### src/rtl/weight_mem_ctrl.sv
// Weight memory controller: streams config weights into per-neuron memories, then runs a shared read sweep.
// Define WMC_PRETRAINED_EN to drop the load path (weights come from memory init files).
module weight_mem_ctrl #(
    parameter int NUM_WEIGHT = 3,
    parameter int NUM_NEURON = 5,
    parameter int ADDR_W     = 10,
    parameter int DATA_W     = 16,
    parameter int NID_W      = 3
) (
    input  logic                  clk,
    input  logic                  rst_n,
    input  logic                  cfg_valid,
    output logic                  cfg_ready,
    input  logic [NID_W-1:0]      cfg_nid,
    input  logic [DATA_W-1:0]     cfg_data,
    input  logic                  cfg_clr,
    output logic                  cfg_err,
    output logic [NUM_NEURON-1:0] wen,
    output logic [ADDR_W-1:0]     wadd,
    output logic [DATA_W-1:0]     win,
    output logic                  loaded,
    input  logic                  start,
    output logic                  busy,
    output logic                  ren,
    output logic [ADDR_W-1:0]     radd,
    output logic                  rd_valid,
    output logic                  rd_last,
    output logic                  done
);

    localparam int CNT_W = $clog2(NUM_WEIGHT + 1);
    localparam logic [ADDR_W-1:0] LAST_ADDR = ADDR_W'(NUM_WEIGHT - 1);

    typedef enum logic [1:0] {
        IDLE  = 2'd0,
        RUN   = 2'd1,
        DRAIN = 2'd2
    } state_e;

    state_e              state_q;
    logic                ren_q;
    logic [ADDR_W-1:0]   radd_q;
    logic                rd_valid_q;
    logic                rd_last_q;
    logic                done_q;
    logic                loaded_w;

    assign busy     = (state_q == RUN) || (state_q == DRAIN);
    assign ren      = ren_q;
    assign radd     = radd_q;
    assign rd_valid = rd_valid_q;
    assign rd_last  = rd_last_q;
    assign done     = done_q;

    // The read pipeline is ren delayed by one cycle, so rd_last/done land in DRAIN.
    always_ff @(posedge clk or negedge rst_n) begin
        if (!rst_n) begin
            state_q    <= IDLE;
            ren_q      <= 1'b0;
            radd_q     <= '0;
            rd_valid_q <= 1'b0;
            rd_last_q  <= 1'b0;
            done_q     <= 1'b0;
        end else begin
            rd_valid_q <= ren_q;
            rd_last_q  <= ren_q && (radd_q == LAST_ADDR);
            done_q     <= ren_q && (radd_q == LAST_ADDR);
            case (state_q)
                IDLE: begin
                    if (start && loaded_w) begin
                        state_q <= RUN;
                        ren_q   <= 1'b1;
                        radd_q  <= '0;
                    end
                end
                RUN: begin
                    if (radd_q == LAST_ADDR) begin
                        state_q <= DRAIN;
                        ren_q   <= 1'b0;
                    end else begin
                        radd_q <= radd_q + ADDR_W'(1);
                    end
                end
                DRAIN: begin
                    state_q <= IDLE;
                end
                default: begin
                    state_q <= IDLE;
                    ren_q   <= 1'b0;
                end
            endcase
        end
    end

`ifdef WMC_PRETRAINED_EN

    logic unused_cfg;
    assign unused_cfg = ^{cfg_valid, cfg_nid, cfg_data, cfg_clr};

    assign cfg_ready = 1'b0;
    assign cfg_err   = 1'b0;
    assign wen       = '0;
    assign wadd      = '0;
    assign win       = '0;
    assign loaded    = 1'b1;
    assign loaded_w  = 1'b1;

`else

    logic [CNT_W-1:0]      cnt_q [NUM_NEURON];
    logic [CNT_W-1:0]      cnt_d [NUM_NEURON];
    logic [NUM_NEURON-1:0] wen_q;
    logic [NUM_NEURON-1:0] wen_d;
    logic [ADDR_W-1:0]     wadd_q;
    logic [DATA_W-1:0]     win_q;
    logic                  cfg_err_q;
    logic                  loaded_q;

    logic                  xfer;
    logic                  clr;
    logic                  nid_ok;
    logic [CNT_W-1:0]      sel_cnt;
    logic                  accept;
    logic                  drop;
    logic                  all_full;

    assign cfg_ready = (state_q == IDLE);
    assign cfg_err   = cfg_err_q;
    assign wen       = wen_q;
    assign wadd      = wadd_q;
    assign win       = win_q;
    assign loaded    = loaded_q;
    assign loaded_w  = loaded_q;

    assign xfer   = cfg_valid && cfg_ready;
    assign clr    = cfg_clr && (state_q == IDLE);
    assign nid_ok = {1'b0, cfg_nid} < (NID_W + 1)'(NUM_NEURON);
    assign accept = xfer && !clr && nid_ok && (sel_cnt != CNT_W'(NUM_WEIGHT));
    assign drop   = xfer && !clr && !accept;

    // A clear wins over a same-cycle transfer; the transfer is simply lost.
    always_comb begin
        sel_cnt  = '0;
        wen_d    = '0;
        all_full = 1'b1;
        for (int n = 0; n < NUM_NEURON; n++) begin
            cnt_d[n] = cnt_q[n];
            if (cfg_nid == NID_W'(n)) begin
                sel_cnt = cnt_q[n];
            end
            all_full = all_full && (cnt_q[n] == CNT_W'(NUM_WEIGHT));
        end
        for (int n = 0; n < NUM_NEURON; n++) begin
            if (clr) begin
                cnt_d[n] = '0;
            end else if (accept && (cfg_nid == NID_W'(n))) begin
                cnt_d[n] = cnt_q[n] + CNT_W'(1);
                wen_d[n] = 1'b1;
            end
        end
    end

    always_ff @(posedge clk or negedge rst_n) begin
        if (!rst_n) begin
            for (int n = 0; n < NUM_NEURON; n++) begin
                cnt_q[n] <= '0;
            end
            wen_q     <= '0;
            wadd_q    <= '0;
            win_q     <= '0;
            cfg_err_q <= 1'b0;
            loaded_q  <= 1'b0;
        end else begin
            for (int n = 0; n < NUM_NEURON; n++) begin
                cnt_q[n] <= cnt_d[n];
            end
            wen_q <= wen_d;
            if (accept) begin
                wadd_q <= ADDR_W'(sel_cnt);
                win_q  <= cfg_data;
            end
            if (clr) begin
                cfg_err_q <= 1'b0;
            end else if (drop) begin
                cfg_err_q <= 1'b1;
            end
            loaded_q <= !clr && all_full;
        end
    end

`endif

endmodule

### config.mk
export PLATFORM = sky130hd
export DESIGN_NAME = weight_mem_ctrl
export DESIGN_NICKNAME = d
export VERILOG_FILES = /design/src/rtl/weight_mem_ctrl.sv
export SDC_FILE = /design/constraint.sdc
export NUM_CORES = 1
export LEC_CHECK = 0
export ABC_AREA = 1
export CAP_MARGIN = 0
export CORE_MARGIN = 1
export CORE_UTILIZATION = 52
export CTS_CLUSTER_DIAMETER = 120
export DETAILED_ROUTE_END_ITERATION = 7
export GPL_TIMING_DRIVEN = 0
export PLACE_DENSITY_LB_ADDON = 0.15
export SLEW_MARGIN = 20
export SYNTH_ARGS = -nofsm -noshare
export SYNTH_HDL_FRONTEND = slang
export SYNTH_SLANG_ARGS = --single-unit
### constraint.sdc
create_clock -name clk -period 3.6 [get_ports clk]
set_clock_uncertainty 0.05 [all_clocks]
set_input_delay 0.72 -clock clk [delete_from_list [all_inputs] [get_ports clk]]
set_output_delay 0.72 -clock clk [all_outputs]
set_load 0.01 [all_outputs]
-- Yosys cells after proc, flatten, opt, wreduce, memory -nomap -nowiden
Cells that the tools add are included.
- bits in registers: 50
- input port bits: 24
- output and inout bits: 49
- logic and storage cells: 108
- bitwise gates (word level): 1
- $lt $le $gt $ge: 1
- add/sub/neg operators: 6
- eq/ne operators: 16
- reduce and logical (&&, ||, !) cells: 33
- multiplexer cells: 36
- operator list (operator ; number):
    $mux 2 ; 17
    $mux 10 ; 2
    $pmux 10 s2 ; 1
    $logic_and 1x1->1 ; 18
    $mux 1 ; 14
    $reduce_bool 2->1 ; 7
    $eq 2x2->1 const B ; 6
    $add 10x1->10 const B ; 1
    $add 2x1->2 const B ; 5
    $eq 10x2->1 const B ; 1
    $eq 3x2->1 const B ; 2
    $reduce_and 3->1 ; 2
    $ne 2x1->1 const B ; 2
    $ne 2x2->1 const B ; 2
    $pmux 2 s2 ; 1
    $eq 3x1->1 const B ; 1
    $eq 3x3->1 const B ; 1
    $logic_not 3->1 ; 1
    $lt 3x3->1 const B ; 1
    $pmux 1 s3 ; 1
    $eq 2x1->1 const B ; 1
    $logic_not 1->1 ; 2
    $logic_not 2->1 ; 1
    $reduce_and 2->1 ; 1
    other kinds (2) ; 2

-- Logic depth before layout (Yosys ltp)
- depth in word-level cells: 12
- depth in mapped cells: 12
- mapped depth without buffers: 11

-- Worst setup path after synthesis
OpenSTA, ideal clock, no wires.
- path type: input -> register
- from: input cfg_nid[2]
- to: register wadd_q[1] (netlist: wadd[1])
- path slack: 1.775 ns
- arrival: 1.657 ns
- stages on the path: 10
- required time: 3.432 ns
- path through: inv_2 > nand3_2 > or2_0 > nand2_1 > nand2_1 > nand3_2 > nand2_1 > buf_4 > nand2_1 > o21ai_2
- cells in the longest elaborated chain, start to end: 8
- RTL lines (what ; RTL line ; text):
    start: declaration ; 14 ; input logic [NID_W-1:0] cfg_nid,
    $logic_not 3->1 ; 148 ; if (cfg_nid == NID_W'(n)) begin
    $mux 2 (5 in series) ; 148 ;
    $ne 2x2->1 ; 138 ; assign accept = xfer && !clr && nid_ok && (sel_cnt != CNT_W'(NUM_WEIGHT));
    $logic_and 1x1->1 ; 138 ;
    end signal: assignment ; 179 ; wadd_q <= ADDR_W'(sel_cnt);
    end: declaration ; 114 ; logic [ADDR_W-1:0] wadd_q;
Parallel ways exist; a longest one is shown, timed or not.
A chain may end at the register's enable or synchronous reset.

-- Worst setup path after layout
- from: register state_q[0]
- to: output cfg_ready
- cells in the longest elaborated chain, start to end: 1
- RTL lines (what ; RTL line ; text):
    start: declaration ; 40 ; state_e state_q;
    start signal: assignment ; 58 ; state_q <= IDLE;
    start signal: assignment ; 71 ; state_q <= RUN;
    start signal: assignment ; 78 ; state_q <= DRAIN;
    $logic_not 2->1 ; 127 ; assign cfg_ready = (state_q == IDLE);
    end: declaration ; 13 ; output logic cfg_ready,
Every way passes these cells.

==> metrics.txt <==
I/O pins=73; synthesized area per cell=8.43 um2; CP max FO=6; vias in the first global route=2164; number of vias per cell=4.93; CTS root buf=clkbuf_8; Core Area=0.00475 mm2; Post CTS Setup Buffer Count=0; Syn. warnings=0; largest net degree at the start of global routing=51; Max H-tree Level=2; CTS sink count=50; max-cap violations=0; Critical Path Source Type=flip-flop; f_max=407 MHz; Placed Area=0.00335 mm2; WL/cell=12.4 um; clk_lat worst skew=0.31 ns; post-route cell area=0.00346 mm2; Core Util, Final=72.7%; Critical Path RT=2.83 ns; flop2flop setup slack=1.45 ns; Total Power=1210 uW; TritonCTS buffer count=5; grt ovf=0; area share of the largest cell type after synthesis=48.2%; CP Data Arrival Time=1.69 ns; GRT Util Overall=23.1%; Starting Density=54.6%; Post-Route WL=5.62 mm; most area-hungry cell type in the Yosys netlist=dfrtp_1; max_slew headroom=58.7%; status=finished clean; CTS tree=yes; CTS Buffer Depth=2; # fillers=387; HPWL Detailed=4.13 mm; critical path class=reg2out; site row count=25; RSZ-0062 raised after global routing=no; Slew Limit Fails=0; Synth Instances=308; share of post-route cells with drive strength above 1=10.1%; # diodes=0; residual DRC count=0; cts repair resizes=0; Synth Cell Area=0.00260 mm2; Pleak=0.00177 uW; antenna violations before repair=0; Crit. End Element=output port; Power Density=351 mW/mm2; Die Wd=72.7 um; CTS clock-pin slew for the worst setup and hold paths=0.09 ns; die height=72.7 um; first-pass GRT wire length=9.34 mm; post-synthesis sequential area ratio=48.2%; Finish-stage setup viols=0; post-synth cell types=31; Tmin final=2.46 ns; Final TNS setup=0 ns; final hold viol count=0; Layout area overhead=33.0%; first-pass detailed-route iteration total=4; I/O Buffers=64; worst vdd ir=203 uV; worst hold path class=in2async; Total Die Area=0.00528 mm2; hold bufs inserted after CTS=0; Synth area leaders=dfrtp_1, nand2_1, nand3_1, ha_1, inv_1; GPL Wtd Cong=0.909; final layout net count=421; Seq cells post-synth=50; worst slew pin tran=0.619 ns; Post-DRT Antenna Nets=0; vias post-DR=2240; Initial DRC Count=137; fin crit share=68.3%
[flip-flops by register name, summed over array words and instances (netlist names), 2 cells and up]
register	count
win	16
cnt_q	10
radd	10
wen	5
state_q	2
wadd	2
[metal layers]
layer,up-vias,part of all wire (%),track usage [%]
met1,1066,42,26.7
met5,-,0,0
li1,1126,-,-
met3,6,3.4,4.70
met2,42,54,42.1
met4,0,1.3,8.93
[final timing paths]
check                            from   endpoint  cells after the start
hold reg to reg                   ren   rd_valid                      0
setup reg to reg           state_q[0]   cnt_q[5]                      8
min in group clk                  ren   rd_valid                      0
max in group asynchronous       rst_n   cnt_q[4]                      1
setup / recovery           state_q[0]  cfg_ready                      3
hold / removal                  rst_n    radd[0]                      1
[logic make-up after synthesis]
logic type	Yosys count	synth area share, %
AOI/OAI and AO/OA	13	2.99
xor gates and xnor gates	8	2.70
adders and majority gates	11	5.30
buffers and inverters	52	10.0
DFF	50	48.2
other	1	0.144
and+or+nand+nor	173	30.7
[placed cells by master, fill, tap and decap left out, types with 4 or more instances in the layout]
master,netlist,final
nand2_1,86,86
clkdlybuf4s50_1,0,63
dfrtp_1,50,50
nand3_1,36,36
inv_1,30,30
nor2_1,18,18
nand4_1,15,15
buf_4,12,13
ha_1,11,11
conb_1,1,8
nand3_2,7,7
clkbuf_8,1,6
nor3_1,5,5
xor2_1,5,5
o21ai_1,4,4
[synth_stat cells]
| cell | n |
|---|---|
| clkbuf_1 | 1 |
| o21ai_1 | 4 |
| nor2_2 | 1 |
| ha_1 | 11 |
| and3_1 | 1 |
| nand2_1 | 86 |
| o21ai_2 | 1 |
| buf_2 | 2 |
| xor2_1 | 5 |
| clkinv_1 | 1 |
| a21oi_1 | 3 |
| buf_1 | 1 |
| or2_1 | 1 |
| a21oi_2 | 1 |
| nand3_2 | 7 |
| nand3_1 | 36 |
| nor3_1 | 5 |
| nor2_1 | 18 |
| xnor2_1 | 3 |
| dfrtp_1 | 50 |
| o21ai_0 | 2 |
| nand4_1 | 15 |
| clkbuf_8 | 1 |
| or2_0 | 1 |
| nand2_2 | 2 |
| o31ai_1 | 2 |
| buf_4 | 12 |
| buf_6 | 1 |
| inv_2 | 3 |
| inv_1 | 30 |
| conb_1 | 1 |
[report_power, final]
group / internal [uW] / leakage [uW] / total [uW] / switching, uW
combinational: 106 / 0.00107 / 198 / 92.0
sequential: 597 / 0.000644 / 616 / 19.5
clock: 208 / 0.0000514 / 400 / 192
total: 910 / 0.00177 / 1210 / 304
[worst max-delay path, stage by stage, from the launching register on]
cell             delay [ns]
dfrtp_1                0.40
inv_1                  0.13
ha_1                   0.28
clkdlybuf4s50_1        0.57
[final cells by class]
class                      count  area [um2]  share of cell area [%]
inverter                      34         128                    3.69
tap                           67        83.8                    2.43
clock buffer                   6        72.6                    2.10
clock inverter                 2        37.5                    1.09
timing repair buffer          64         638                    18.5
sequential                    50        1250                    36.2
multi-input combinational    213        1110                    32.2
buffer                        18         133                    3.84
[through the flow]
stage / instances / setup slack [ns] / hold slack, ns
after global placement: 446 / 0.283 / 0.331
after floorplan: 315 / 1.78 / 0.374
after CTS: 454 / 1.14 / 0.357
after detailed placement: 446 / 1.02 / 0.332
final: 454 / 1.14 / 0.357
after global routing: 454 / 1.04 / 0.379
Power figures use the tool's default switching activity.
